`src/rtl/mdu_iter.sv`:
```
// Iterative RV32M multiply/divide unit for the EX stage.
// Multiplies finish in 2 cycles; divides use a 32-step restoring loop, and the RISC-V special cases short-circuit.
module mdu_iter #(
    parameter int unsigned XLEN = 32
) (
    input  logic            clk_i,
    input  logic            rst_ni,
    input  logic            start_i,
    input  logic [2:0]      op_i,
    input  logic [XLEN-1:0] rs1_i,
    input  logic [XLEN-1:0] rs2_i,
    input  logic            flush_i,
    output logic            busy_o,
    output logic            done_o,
    output logic [XLEN-1:0] result_o
);

    localparam logic [2:0] S_IDLE = 3'd0;
    localparam logic [2:0] S_MUL  = 3'd1;
    localparam logic [2:0] S_DIV  = 3'd2;
    localparam logic [2:0] S_FIX  = 3'd3;
    localparam logic [2:0] S_DONE = 3'd4;

    localparam logic [XLEN-1:0] INT_MIN = {1'b1, {(XLEN-1){1'b0}}};

    logic [2:0]      state_q;
    logic [1:0]      op_q;
    logic [XLEN-1:0] a_q;
    logic [XLEN-1:0] b_q;
    logic [4:0]      cnt_q;
    logic            init_q;
    logic [XLEN-1:0] rem_q;
    logic [XLEN-1:0] quo_q;
    logic [XLEN-1:0] dvs_q;
    logic [XLEN-1:0] result_q;

    // Request decode
    logic start_ovf;
    logic start_dbz;

    // Multiply datapath
    logic            mul_a_sgn;
    logic            mul_b_sgn;
    logic [2*XLEN-1:0] mul_a;
    logic [2*XLEN-1:0] mul_b;
    logic [2*XLEN-1:0] mul_p;
    logic [XLEN-1:0] mul_res;

    // Divide datapath
    logic            a_neg;
    logic            b_neg;
    logic [XLEN-1:0] a_mag;
    logic [XLEN-1:0] b_mag;
    logic [XLEN:0]   shifted;
    logic [XLEN:0]   diff;
    logic            ge;
    logic [XLEN-1:0] rem_nx;
    logic [XLEN-1:0] quo_nx;
    logic [XLEN-1:0] quo_fin;
    logic [XLEN-1:0] rem_fin;
    logic [XLEN-1:0] div_res;
    logic [XLEN-1:0] fix_res;

    assign start_dbz = (rs2_i == '0);
    assign start_ovf = ~op_i[0] & (rs1_i == INT_MIN) & (rs2_i == '1);

    // Sign-extending both operands to 2*XLEN gives the exact low 2*XLEN product bits for every signedness mix.
    always_comb begin
        mul_a_sgn = (op_q != 2'b11) & a_q[XLEN-1];
        mul_b_sgn = ~op_q[1] & b_q[XLEN-1];
        mul_a     = {{XLEN{mul_a_sgn}}, a_q};
        mul_b     = {{XLEN{mul_b_sgn}}, b_q};
        mul_p     = mul_a * mul_b;
        mul_res   = (op_q == 2'b00) ? mul_p[XLEN-1:0] : mul_p[2*XLEN-1:XLEN];
    end

    always_comb begin
        a_neg   = ~op_q[0] & a_q[XLEN-1];
        b_neg   = ~op_q[0] & b_q[XLEN-1];
        a_mag   = a_neg ? (~a_q + 1'b1) : a_q;
        b_mag   = b_neg ? (~b_q + 1'b1) : b_q;
        shifted = {rem_q, quo_q[XLEN-1]};
        diff    = shifted - {1'b0, dvs_q};
        ge      = ~diff[XLEN];
        rem_nx  = ge ? diff[XLEN-1:0] : shifted[XLEN-1:0];
        quo_nx  = {quo_q[XLEN-2:0], ge};
        quo_fin = (a_neg ^ b_neg) ? (~quo_nx + 1'b1) : quo_nx;
        rem_fin = a_neg ? (~rem_nx + 1'b1) : rem_nx;
        div_res = op_q[1] ? rem_fin : quo_fin;
    end

    always_comb begin
        if (b_q == '0) begin
            fix_res = op_q[1] ? a_q : '1;
        end else begin
            fix_res = op_q[1] ? '0 : INT_MIN;
        end
    end

    always_ff @(posedge clk_i or negedge rst_ni) begin
        if (!rst_ni) begin
            state_q  <= S_IDLE;
            op_q     <= '0;
            a_q      <= '0;
            b_q      <= '0;
            cnt_q    <= '0;
            init_q   <= 1'b0;
            rem_q    <= '0;
            quo_q    <= '0;
            dvs_q    <= '0;
            result_q <= '0;
        end else if (flush_i) begin
            state_q <= S_IDLE;
        end else begin
            case (state_q)
                S_IDLE: begin
                    if (start_i) begin
                        op_q   <= op_i[1:0];
                        a_q    <= rs1_i;
                        b_q    <= rs2_i;
                        cnt_q  <= '1;
                        init_q <= 1'b1;
                        if (!op_i[2]) begin
                            state_q <= S_MUL;
                        end else if (start_dbz || start_ovf) begin
                            state_q <= S_FIX;
                        end else begin
                            state_q <= S_DIV;
                        end
                    end
                end
                S_MUL: begin
                    result_q <= mul_res;
                    state_q  <= S_DONE;
                end
                S_DIV: begin
                    // First DIV cycle only loads magnitudes; the 32 iterations follow.
                    if (init_q) begin
                        rem_q  <= '0;
                        quo_q  <= a_mag;
                        dvs_q  <= b_mag;
                        init_q <= 1'b0;
                    end else begin
                        rem_q <= rem_nx;
                        quo_q <= quo_nx;
                        if (cnt_q == 5'd0) begin
                            result_q <= div_res;
                            state_q  <= S_DONE;
                        end else begin
                            cnt_q <= cnt_q - 5'd1;
                        end
                    end
                end
                S_FIX: begin
                    result_q <= fix_res;
                    state_q  <= S_DONE;
                end
                S_DONE: begin
                    state_q <= S_IDLE;
                end
                default: begin
                    state_q <= S_IDLE;
                end
            endcase
        end
    end

    assign busy_o   = (state_q != S_IDLE);
    assign done_o   = (state_q == S_DONE);
    assign result_o = result_q;

endmodule

```
`config.mk`:
```
export PLATFORM = sky130hd
export DESIGN_NAME = mdu_iter
export DESIGN_NICKNAME = d
export VERILOG_FILES = /design/src/rtl/mdu_iter.sv
export SDC_FILE = /design/constraint.sdc
export NUM_CORES = 2
export LEC_CHECK = 0
export CAP_MARGIN = 20
export CORE_UTILIZATION = 45
export CTS_CLUSTER_SIZE = 24
export DETAILED_ROUTE_END_ITERATION = 10
export SYNTH_ARGS = -nofsm -noshare
export SYNTH_HDL_FRONTEND = slang
export SYNTH_SLANG_ARGS = --single-unit
```
`constraint.sdc`:
```
create_clock -name clk_i -period 27.7 [get_ports clk_i]
set_clock_uncertainty 0.05 [all_clocks]
set_input_delay 4.155 -clock clk_i [delete_from_list [all_inputs] [get_ports clk_i]]
set_output_delay 4.155 -clock clk_i [all_outputs]
set_load 0.05 [all_outputs]
```
After elaboration in Yosys (flattened, before gate mapping)
Index checks and enable logic that the tools add are counted.
{"block": "classes", "n_bitwise": 16, "reduce_logical": 17, "add_sub_neg": 6, "eq_ne": 14, "n_mux": 28, "mul": 1}
{"operator": "2-to-1 mux 32 bit", "count": 14}
{"operator": "adder 32 x 1 -> 32 bit, second input constant", "count": 4}
{"operator": "inverter 32 bit", "count": 4}
{"operator": "one-hot mux 32 bit (3 select lines)", "count": 1}
{"operator": "equality test 32 bit, second input constant", "count": 2}
{"operator": "logical NOT 32 bit", "count": 2}
{"operator": "multiplier 33 x 33 -> 64 bit", "count": 1}
{"operator": "subtractor 33 x 32 -> 33 bit", "count": 1}
{"operator": "2-to-1 mux 5 bit", "count": 3}
{"operator": "2-to-1 mux 3 bit", "count": 4}
{"operator": "AND reduction 3 bit", "count": 4}
{"operator": "!= test 2 bit, second input constant", "count": 5}
{"operator": "one-hot mux 5 bit (2 select lines)", "count": 1}
{"operator": "!= test 3 bit, second input constant", "count": 3}
{"operator": "one-hot mux 3 bit (3 select lines)", "count": 1}
{"operator": "bitwise AND 1 bit", "count": 6}
{"operator": "equality test 3 x 2 -> 1 bit, second input constant", "count": 2}
{"operator": "nonzero test 3 bit", "count": 2}
{"operator": "logical NOT 5 bit", "count": 1}
{"operator": "inverter 1 bit", "count": 5}
{"operator": "AND reduction 5 bit", "count": 1}
{"operator": "subtractor 5 x 1 -> 5 bit, second input constant", "count": 1}
{"operator": "AND reduction 4 bit", "count": 1}
{"operator": "equality test 3 x 1 -> 1 bit, second input constant", "count": 1}
{"operator": "other kinds (11)", "count": 12}
{"block": "totals", "elab_cells": 92, "ff_bits": 203, "in_bits": 71}

Depth between registers and ports, before layout
{"block": "depth", "depth_word": 9, "mapped_depth": 33}

Least setup slack after synthesis
No wires, ideal clock.
{"block": "synth_timing", "path_kind": "register to register", "start": "reg a_q[31]", "end": "reg result_q[30] (netlist: result_o[30])", "slack_ps": 19008, "synth_period_minus_slack_ps": 8692, "t_required_ps": 27524, "path_stages_with_launch": 33, "arrival_time_ps": 8516, "path_buffers": 3, "path_cell_list": "dfrtp_1 > clkbuf_1 > a21boi_0 > clkbuf_1 > clkbuf_1 > nand2_1 > fa_1 > fa_1 > inv_1 > fa_1 > inv_1 > fa_1 > inv_1 > fa_1 > fa_1 > fa_1 > inv_1 > fa_1 > inv_1 > ha_1 > a21o_1 > a21o_1 > a21oi_1 > a21boi_0 > a21o_1 > o31ai_2 > a32oi_1 > o31ai_1 > a21o_1 > nand3_1 > a31oi_1 > mux2i_1 > o32a_1"}
{"block": "synth_via", "elab_chain_cells": 7, "word_cells_on_any_way": 11, "cone_classes": "mul: 1; mux: 7; bitwise: 3"}
{"element": "start, declared", "line": "28", "source": "logic [XLEN-1:0] a_q;"}
{"element": "start signal, assigned", "line": "119", "source": "a_q <= rs1_i;"}
{"element": "branches (longest 6 deep; another with multiplier 33 x 33 -> 64 bit)"}
{"element": "one-hot mux 32 bit (3 select lines) *", "line": "115", "source": "case (state_q)"}
{"element": "end signal, assigned", "line": "133", "source": "result_q <= mul_res;"}
{"element": "end signal, assigned", "line": "147", "source": "result_q <= div_res;"}
{"element": "end signal, assigned", "line": "155", "source": "result_q <= fix_res;"}
{"element": "end, declared", "line": "35", "source": "logic [XLEN-1:0] result_q;"}
Every way passes the cells marked *. The select of a mux whose other input is x is not followed.
A chain may end at the register's enable or synchronous reset.

Worst setup path after layout
{"block": "layout_timing", "start": "reg op_q[0]", "end": "reg result_q[30] (netlist: result_o[30])"}
{"block": "layout_via", "elab_chain_cells": 8, "word_cells_on_any_way": 15, "cone_classes": "mul: 1; eq/ne: 1; mux: 7; bitwise: 5; reduce/logical: 1"}
{"element": "start, declared", "line": "27", "source": "logic [1:0] op_q;"}
{"element": "start signal, assigned", "line": "118", "source": "op_q <= op_i[1:0];"}
{"element": "branches (longest 7 deep; another with multiplier 33 x 33 -> 64 bit)"}
{"element": "one-hot mux 32 bit (3 select lines) *", "line": "115"}
Marks and branches as above.

==> flow_metrics.tcl <==
set metrics [dict create \
    outcome "complete, no violations" \
    syn2layout_area_growth_pct 6.07 \
    fin_nets 7216 \
    cts_resized 0 \
    dp_cells 7255 \
    r2r_start "op_q[0]" \
    hold-worst-slack_ps 440 \
    gp_congestion 0.987 \
    critPathKind "flip-flop to flip-flop" \
    setup_viol 0 \
    syn_nets 7344 \
    reg2reg_slack_ps 18230 \
    pin_count 105 \
    min_period_ps 9470 \
    die_h_microns 343 \
    grt_usage_pct 28.8 \
    worstHoldPathCells 2 \
    max_freq_ghz 0.106 \
    start_util_pct 45.6 \
    start_kind "flip-flop" \
    cts_buffers 24 \
    wirelength_microns 165000 \
    cts_setup_buffers 0 \
    layout.cells.most_common_list "inv_1 (1156), fa_1 (1126), nand2_1 (907)" \
    ys_seq_elements 203 \
    rows 124 \
    max_cap_viol_count 0 \
    holdBufCountCts 0 \
    tightest_slew_ps 1200 \
    grt_util_met1_pct 40.0 \
    synth_flop_cell "dfrtp_1" \
    end_kind "flip-flop" \
    ctsHtreeMaxLevel 1 \
    worstHoldEndpoint "result_o[18]" \
    synth_edf_count 0 \
    vias_per_cell 5.57 \
    layout-drive-gt1-share_pct 4.77 \
    cts_buffer_depth 3 \
    grt_overflow 0 \
    drtIter0Drc 3073 \
    cts.sinks 203 \
    clk_latency_ps 560 \
    hold_start "result_o[18]" \
    grt.busiest_layer "met2" \
    antenna_found_initial 7 \
    slew_headroom_pct 19.8 \
    syn_avg_cell_area_sq_um 8.87 \
    coreArea_sq_um 115000 \
    reg2reg_to "result_o[30]" \
    dr.pass1.iters 6 \
    first_global_vias 42500 \
    finalMaxSlewViolations 0 \
    reg2reg_depth 32 \
    clk_pin_slew_ps 60 \
    syn_area_sq_um 52300 \
    postSynthCellCount 5897 \
    fp.dieW_microns 343 \
    grt_pass1_wl_microns 259000 \
    drtAntennaViolNets 0 \
    gr-usage-met2_pct 46.0 \
    crit_path_top_delay_cell "fa_1" \
    fin_setup_tns_ps 0 \
    synth_cell_types 93 \
    final-instance-count-excl-fill 7298 \
    cts_tree "yes" \
    gr-usage-met3_pct 4.53 \
    post-route-period-util_pct 34.2 \
    seq_area_frac_synth_pct 9.71 \
    rsz0062_at_grt "no" \
    crit_top_cell "fa_1" \
    arrival_ps 9850 \
    layout_commonest_cell "inv_1" \
    cts_root_buf "clkbuf_16" \
    hold_viol_final 0 \
    async_reset_ff_share_pct 100 \
    hp-class "flip-flop to flip-flop" \
    die_area_sq_um 118000 \
    hpwl_microns 130000 \
    wl_per_cell_microns 22.6 \
    yosysWarnings 0 \
    drc 0 \
    cp_data_required_time_ps 28080 \
    grt_max_degree 76 \
    cp_slowest_stage_delay_ps 810 \
    io_buffers 104 \
    vias 40600 \
    cp_max_fo 31 \
]
[critical path: cells and delay by family (launching register included)]
| family | cells | cell delay [ps] |
|---|---|---|
| adders and majority gates | 9 | 4820 |
| AOI/OAI and AO/OA | 12 | 2380 |
| buffers and inverters | 8 | 1050 |
| DFF | 1 | 580 |
| and+or+nand+nor | 2 | 280 |
| muxes | 1 | 160 |
[through the flow]
step                      utilization (%)  area, sq um  setup WS [ps]
after floorplan                         -        52300          19010
after detailed placement             47.7        54700          18300
after global placement               47.6        54600          18480
after global routing                 48.3        55500          17680
final                                48.3        55500          18230
after CTS                            48.3        55500          18250
[kinds of logic after synthesis]
group / Yosys count / share of synthesized area [%]
simple gates: 1760 / 15.8
fa+ha+maj: 1376 / 49.1
flops: 203 / 9.71
compound gates: 732 / 8.94
xor+xnor: 205 / 3.45
mux: 93 / 1.94
buf+inv: 1528 / 11.1
[area by class of cell]
type	instances	area, sq um
diodes	1	2.50
fillers	11100	59300
inverters	1160	4350
repair buffers	214	1910
clock inverters	10	81.3
multi-input cells	4166	41500
flip-flops and latches	203	5080
well taps	1512	1890
clock buffers	32	702
[layer usage]
layer | up-vias | routed length (microns)
met5 | - | 41
met4 | 6 | 6630
met3 | 298 | 12100
met2 | 1466 | 76000
met1 | 21100 | 70200
li1 | 17700 | -
[registers in the layout, indices dropped and copies added, names as in the netlist]
signal	cells
a_q	32
b_q	32
cnt_q	5
dvs_q	32
init_q	1
op_q	2
quo_q	32
rem_q	32
result_o	32
state_q	3
[Yosys cell counts, types with 30 or more instances]
| cell type | n | area, sq um |
|---|---|---|
| a21o_1 | 62 | 465 |
| a21oi_1 | 209 | 1050 |
| and2_1 | 365 | 2280 |
| buf_1 | 62 | 233 |
| clkbuf_1 | 286 | 1070 |
| dfrtp_1 | 203 | 5080 |
| fa_1 | 1126 | 22500 |
| ha_1 | 250 | 3130 |
| inv_1 | 1156 | 4340 |
| mux2_2 | 68 | 766 |
| nand2_1 | 907 | 3400 |
| nand3_1 | 35 | 175 |
| nor2_1 | 208 | 781 |
| nor3_1 | 38 | 190 |
| nor4_1 | 30 | 188 |
| o21ai_0 | 186 | 931 |
| xnor2_1 | 117 | 1020 |
| xor2_1 | 87 | 762 |
[how the worst max path moves through the flow]
stage                        from      endpoint  slack (ps)  cells after the start
after floorplan           a_q[31]  result_o[30]       19010                     32
after global placement    op_q[0]  result_o[30]       18480                     32
after detailed placement  op_q[0]  result_o[30]       18300                     32
after CTS                 op_q[0]  result_o[30]       18250                     32
after global routing      op_q[0]  result_o[30]       17680                     32
final                     op_q[0]  result_o[30]       18230                     32
Power is left out: the tool's default activity adds up to more than one toggle a clock period on the data nets, which glitch-free logic cannot reach.
